**src/rtl/op_pkg.sv**
```systemverilog
// Shared widths, opcodes, issue FSM states and op field layout for the
// op memory loader / issue path.
package op_pkg;

    localparam int DATA_W = 16;
    localparam int ADDR_W = 3;
    localparam int DEPTH  = 1 << ADDR_W;

    localparam logic [3:0] NOP_OP  = 4'h0;
    localparam logic [3:0] OP_MOV  = 4'h1;
    localparam logic [3:0] OP_ADD  = 4'h2;
    localparam logic [3:0] OP_SUB  = 4'h3;
    localparam logic [3:0] OP_MUL  = 4'h4;
    localparam logic [3:0] OP_MAC  = 4'h5;
    localparam logic [3:0] HALT_OP = 4'hF;

    typedef enum logic [2:0] {
        IDLE,
        REQ,
        CAPT,
        ISSUE,
        HALTED
    } issueState_t;

    typedef struct packed {
        logic [3:0] code;
        logic [3:0] dst;
        logic [3:0] srcA;
        logic [3:0] srcB;
    } op_fields_t;

endpackage

```
**src/rtl/op_issue_unit_ctr.sv**
```systemverilog
// Pending-op occupancy counter, 0..DEPTH, updated in the cycle of push/pop.
// No backpressure: a push while full with no pop is dropped and sets sticky overflow.
module op_occupancy_ctr
    import op_pkg::*;
(
    input  logic              clk,
    input  logic              rst_n,
    input  logic              push,
    input  logic              pop,
    input  logic              clear,
    output logic [ADDR_W:0]   count,
    output logic              empty,
    output logic              full,
    output logic              overflow
);

    localparam logic [ADDR_W:0] FULL_CNT = (ADDR_W + 1)'(DEPTH);

    assign empty = (count == '0);
    assign full  = (count == FULL_CNT);

    always_ff @(posedge clk or negedge rst_n) begin
        if (!rst_n) begin
            count    <= '0;
            overflow <= 1'b0;
        end else if (clear) begin
            // a push in the clearing cycle is intentionally lost
            count <= '0;
        end else begin
            case ({push, pop})
                2'b10: begin
                    if (full) overflow <= 1'b1;
                    else      count    <= count + 1'b1;
                end
                2'b01: begin
                    if (!empty) count <= count - 1'b1;
                end
                default: ;
            endcase
        end
    end

endmodule

```
**src/rtl/op_issue_unit.sv**
```systemverilog
// Fetches committed ops from op memory (IDLE->REQ->CAPT->ISSUE, 3 edges to opValid, 1 op / 4 cycles).
// Holds opValid and fields until opReady; NOPs are dropped, HALT parks the FSM until resume.
module op_issue_unit
    import op_pkg::*;
(
    input  logic              clk,
    input  logic              rst_n,
    input  logic [ADDR_W-1:0] wCount,
    input  logic              opPush,
    output logic [ADDR_W-1:0] rCount,
    output logic              opRead,
    input  logic [DATA_W-1:0] opBus,
    input  logic              flush,
    input  logic              resume,
    output logic              opValid,
    input  logic              opReady,
    output logic [DATA_W-1:0] opWord,
    output logic [3:0]        opCode,
    output logic [3:0]        opDst,
    output logic [3:0]        opSrcA,
    output logic [3:0]        opSrcB,
    output logic [ADDR_W:0]   opCount,
    output logic              opEmpty,
    output logic              opFull,
    output logic              overflow,
    output logic              halted
);

    issueState_t       state, stateNxt;
    logic [ADDR_W-1:0] rCountNxt;
    logic [DATA_W-1:0] opWordNxt;
    logic              opReadNxt;
    logic              opValidNxt;
    logic              pop;
    op_fields_t        fields;

    assign fields = op_fields_t'(opWord);
    assign opCode = fields.code;
    assign opDst  = fields.dst;
    assign opSrcA = fields.srcA;
    assign opSrcB = fields.srcB;
    assign halted = (state == HALTED);

    op_occupancy_ctr u_ctr (
        .clk      (clk),
        .rst_n    (rst_n),
        .push     (opPush),
        .pop      (pop),
        .clear    (flush),
        .count    (opCount),
        .empty    (opEmpty),
        .full     (opFull),
        .overflow (overflow)
    );

    always_comb begin
        stateNxt   = state;
        rCountNxt  = rCount;
        opWordNxt  = opWord;
        opReadNxt  = 1'b0;
        opValidNxt = opValid;
        pop        = 1'b0;
        if (flush) begin
            // realign the read pointer with the loader and drop everything in flight
            stateNxt   = IDLE;
            rCountNxt  = wCount;
            opValidNxt = 1'b0;
        end else begin
            case (state)
                IDLE: begin
                    if (!opEmpty) begin
                        stateNxt  = REQ;
                        opReadNxt = 1'b1;
                    end
                end
                REQ: stateNxt = CAPT;
                CAPT: begin
                    opWordNxt = opBus;
                    rCountNxt = rCount + 1'b1;
                    pop       = 1'b1;
                    if (opBus[DATA_W-1 -: 4] == NOP_OP) begin
                        stateNxt = IDLE;
                    end else begin
                        stateNxt   = ISSUE;
                        opValidNxt = 1'b1;
                    end
                end
                ISSUE: begin
                    if (opValid && opReady) begin
                        opValidNxt = 1'b0;
                        stateNxt   = (fields.code == HALT_OP) ? HALTED : IDLE;
                    end
                end
                HALTED: if (resume) stateNxt = IDLE;
                default: stateNxt = IDLE;
            endcase
        end
    end

    always_ff @(posedge clk or negedge rst_n) begin
        if (!rst_n) begin
            state   <= IDLE;
            rCount  <= '0;
            opRead  <= 1'b0;
            opWord  <= '0;
            opValid <= 1'b0;
        end else begin
            state   <= stateNxt;
            rCount  <= rCountNxt;
            opRead  <= opReadNxt;
            opWord  <= opWordNxt;
            opValid <= opValidNxt;
        end
    end

endmodule
```
**config.mk**
```make
export PLATFORM = sky130hd
export DESIGN_NAME = op_issue_unit
export DESIGN_NICKNAME = d
export VERILOG_FILES = /design/src/rtl/op_pkg.sv /design/src/rtl/op_issue_unit_ctr.sv /design/src/rtl/op_issue_unit.sv
export SDC_FILE = /design/constraint.sdc
export NUM_CORES = 1
export LEC_CHECK = 0
export ABC_AREA = 1
export CAP_MARGIN = 10
export CORE_ASPECT_RATIO = 1.1
export CORE_UTILIZATION = 30
export DETAILED_ROUTE_END_ITERATION = 16
export PLACE_DENSITY = 0.68
export SLEW_MARGIN = 30
export SYNTH_ARGS = -nofsm -noshare
export SYNTH_HDL_FRONTEND = slang
export SYNTH_SLANG_ARGS = --single-unit
```
**constraint.sdc**
```tcl
create_clock -name clk -period 5.3 [get_ports clk]
set_clock_uncertainty 0.2 [all_clocks]
set_input_delay 0.53 -clock clk [delete_from_list [all_inputs] [get_ports clk]]
set_output_delay 0.53 -clock clk [all_outputs]
set_load 0.02 [all_outputs]
```
# Yosys cells after proc, flatten, opt, wreduce, memory -nomap -nowiden
# Index checks and enable logic that the tools add are counted.
# totals
register_bits	29
out_inout_bits	45
wordCells	59
# classes
n_mux	22
bitwise	1
n_eq_ne	14
addsub	3
n_reduce_logical	12
# op_table
cell	count
two-way mux 3 bit	7
!= test 3 bit (second input constant)	6
case mux 3 bit (5 select lines)	1
two-way mux 4 bit	3
AND reduction 3 bit	4
== test 4 bit (second input constant)	2
zero test 4 bit	2
two-way mux 1 bit	8
case mux 4 bit (2 select lines)	1
== test 3 x 2 -> 1 bit (second input constant)	2
nonzero test 3 bit	2
adder 4 x 1 -> 4 bit (second input constant)	1
subtractor 4 x 1 -> 4 bit (second input constant)	1
adder 3 x 1 -> 3 bit (second input constant)	1
== test 3 x 1 -> 1 bit (second input constant)	1
== test 3 bit (second input constant)	1
zero test 3 bit	1
== test 2 x 1 -> 1 bit (second input constant)	1
== test 2 bit (second input constant)	1
two-way mux 2 bit	1
case mux 1 bit (2 select lines)	1
AND reduction 2 bit	1
nonzero test 2 bit	1
logical AND 1 bit	1
inverter 1 bit	1

# Depth between registers and ports, before layout
# depth
depth_word	6
ltp_mapped	13
mapped_depth_nobuf	13

# Cells and area by module
# Synthesis repeated with hierarchy kept, for this count alone.
# unflattened
cells_unflattened	201
hier_area_um2	1650.3
# by_module_without_submodules
module	cells_per_inst	seq_area_each_um2	instances	area_per_inst_um2
op_issue_unit	144	600.6	1	1244.9
op_occupancy_ctr	57	125.1	1	405.4

# Worst setup path before layout
# No wires, ideal clock.
# synth_timing
path_kind	input -> register
start	input port flush
end	register u_ctr.count[3]
path_stages	12
required_ns	4.983
arrival_ns	1.641
slack_ns	3.341
cell_sequence	buf_4 nor2_8 nand2_4 clkinv_1 ha_1 nand2_1 inv_1 nand3_1 nand2_1 nand2_1 nand3_1 nand2_1
# synth_between
elab_chain_len	4
elab_cells_between_ends	9
# synth_lines
element	line	text
from (decl)	op_issue_unit.sv:13	input logic flush,
two-way mux 1 bit	op_issue_unit.sv:63	if (flush) begin
== test 2 bit or == test 2 x 1 -> 1 bit (tied branches)	op_issue_unit_ctr.sv:30	case ({push, pop})
!= test 3 bit (no source line) (tied with other cells)	-	
AND reduction 3 bit (no source line) or two-way mux 4 bit (tied branches)	-	
to (signal assigned)	op_issue_unit_ctr.sv:33	else count <= count + 1'b1;
to (signal assigned)	op_issue_unit_ctr.sv:36	if (!empty) count <= count - 1'b1;
to (decl)	op_issue_unit_ctr.sv:11	output logic [ADDR_W:0] count,
# Several ways; a longest one is shown, not always the timed one.
# A chain may end at the register's enable or synchronous reset.

# Worst setup path after layout
# Ends and elaborated chain as after synthesis.

==> results.md <==
- Global placement routability congestion: ~0.81
- CP Class: primary input to register
- Yosys warns: 0
- Core ar.: 5067 um2
- Area Overhead vs Synth: 44.55%
- H-tree levels: 2
- Via count: between 1000 and 1500
- Share of cells above drive strength 1: 8.140%
- Most used DFF post-synth: dfrtp_1
- Seq cells post-synth: 29
- Final Max Tran Viols: 0
- Worst VDD drop: around 0.17 mV
- Die area: approximately 5700 um2
- Cell Area, Synth: around 1600 um2
- Tmin final: between 2000 and 3000 ps
- Worst Setup End Kind: register
- Clock buffer depth: 2
- Final worst-path cycle share: a little under 50%
- Drt pass-1 iters: 4
- CTS Buf Count: 5
- Cell taking the most area after synthesis: dfrtp_1
- Die width: roughly 72 um
- CTS hold repair buffers: 0
- Synthesized net count: 229
- DR DRC count: 0
- PwrDens: between 500 and 600 nW/um2
- Setup TNS after final layout: 0 ps
- DR vias/cell: around 4.5
- Post-route ant nets: 0
- # fillers: between 500 and 600
- Clk Latency, worst-skew pair: roughly 270 ps
- Distinct cells, synth: 28
- Power, Total: approximately 1.3 mW
- Initial Util: between 30% and 40%
- CTS resizes: 0
- I/O pin total: 70
- CTS tree: yes
- Top-area cell type share of the netlist area: a little under half
- Final HPWL DP: around 2900 um
- Post CTS Setup Buffer Count: 0
- Largest net degree at the start of global routing: 30
- Hold WC Path Type: register to register
- Clk pin slew, worst setup/hold paths: roughly 60 ps
- Synth top area cells: dfrtp_1 45%, nand2_1 18%, buf_4 7.9%
- Post-synth EDFFs: 0
- Unrepaired setup endpoints after global routing: no
- Critical Path RT: 5270 ps
- IO Port Bufs: 69
- Root Driver: clkbuf_8
- Global-route wire length before repair: roughly 6200 um
- Mean post-synth cell area: 7.993 um2
- Vias in the first global route: 1379
- Max-Cap Viols: 0
- Initial antenna violation count: 0
- P_leak: 1.143 nW
- Post-synth top cells: 76 x nand2_1, 29 x dfrtp_1, 22 x inv_1
- Max Fclk: 0.3910 GHz
- Startpoint Class: primary input
- FP Rows: 27
- CP Max Fanout: 17
- Final Hold Viols: 0
- Initial DRC count: 97
- Routed wire length per instance: between 10 and 15 um
- Seq/Total Area, Yosys: between 40 and 50%
- WL final: about 3800 um
- Nets: 286
- Async set-reset flop share out of synthesis: between 90% and 100%
- Die Y: 78.75 um
- Reg area: 725.7 um2
- Count leader, synth: nand2_1
- Worst Max-Slew Pin Slew: approximately 640 ps
- GRT Total Usage: between 10% and 20%
- Final setup viols: 0
- WP data arrival: between 2000 and 3000 ps
- Slew HR: about 57%
- Area of the multi-input gates: approximately 640 um2
- CTS Sinks: 29
- Gate Count Post-Synth: ~200
- # diodes: 0
- GR Overflow Total: 0
- Outcome: completed
==> cells by family (layout without fill, tap and decap cells) <==
logic type,count (synthesis),count (layout),synth area share [%]
DFF,29,29,45.17
buffers and inverters,46,103,14.87
AOI/OAI and AO/OA,16,16,5.764
and+or+nand+nor,105,105,30.76
xor gates and xnor gates,2,2,1.091
adders and majority gates,3,3,2.337
==> through the flow <==
stage                     std cells  util, %  hold WS (ps)  setup WS (ps)  cell area, um2
after global routing            316    45.83         295.4           2565            2322
after CTS                       316    45.83         271.5           2759            2322
after floorplan                 201        -         34.41           3341            1607
final                           316    45.83         266.1           2742            2322
after detailed placement        309    44.12         256.2           2468            2236
after global placement          309    44.12         253.8           2544            2236
==> metal layers <==
layer | track usage (%) | routed length, um | up-vias
met5 | 0 | 0 | -
met4 | 5.686 | 14 | 0
met3 | 5.711 | 254 | 2
met2 | 23.96 | 1889 | 51
met1 | 16.28 | 1680 | 658
li1 | - | - | 721
==> registers in the layout, summed over array words and instances (netlist names) <==
signal,cells
rCount,3
u_ctr.count,4
u_ctr.overflow,1
opValid,1
state,3
opRead,1
opWord,16
==> area by class of cell <==
class / instances / share of cell area (%)
clock buffers: 7 / 3.718
well taps: 58 / 3.125
multi-input cells: 126 / 27.64
repair buffers: 70 / 30.06
flip-flops and latches: 29 / 31.25
inverters: 26 / 4.203
==> worst paths after layout <==
| path | end | startpoint | cells past startpoint | slack (ps) |
|---|---|---|---|---|
| max | u_ctr.count[3] | flush | 12 | 2740 |
| min | u_ctr.overflow | u_ctr.overflow | 2 | 270 |
| max reg2reg | u_ctr.count[3] | state[0] | 12 | 3230 |
| min reg2reg | u_ctr.overflow | u_ctr.overflow | 2 | 270 |
| max in group asynchronous | u_ctr.count[2] | rst_n | 2 | 4180 |
| min in group asynchronous | opWord[6] | rst_n | 2 | 440 |
==> worst max-delay path: stages <==
cell	delay, ps
clkdlybuf4s50_1	820
nor2_8	150
nand2_4	120
clkinv_1	100
ha_1	330
nand2_1	60
inv_1	50
nand3_1	100
nand2_1	80
nand2_1	40
nand3_1	60
nand2_1	50
==> placed cells by master (no fill, tap or decap) <==
cell	Yosys	layout
nand2_1	76	76
clkdlybuf4s50_1	0	69
dfrtp_1	29	29
inv_1	22	22
nand3_1	8	8
nor2_1	6	6
o21ai_0	6	6
clkbuf_8	0	6
a21oi_1	4	4
inv_2	3	3
nand4_1	3	3
ha_1	3	3
nand3_4	2	2
nand2_4	2	2
nor3_1	2	2
xnor2_1	2	2
nand2_2	2	2
o21ai_2	2	2
nor2_8	1	1
clkinv_1	1	1
nand3_2	1	1
o22ai_1	1	1
and3_1	1	1
o21ai_1	1	1
nor2_4	1	1
a31oi_1	1	1
o211ai_1	1	1
clkbuf_1	1	1
buf_4	17	1
==> where the power goes <==
part           switching [mW]  internal, mW  total [mW]
clock                  0.0801         0.103       0.183
sequential             0.0825         0.309       0.392
combinational           0.401         0.343       0.744
Power figures use the tool's default switching activity.
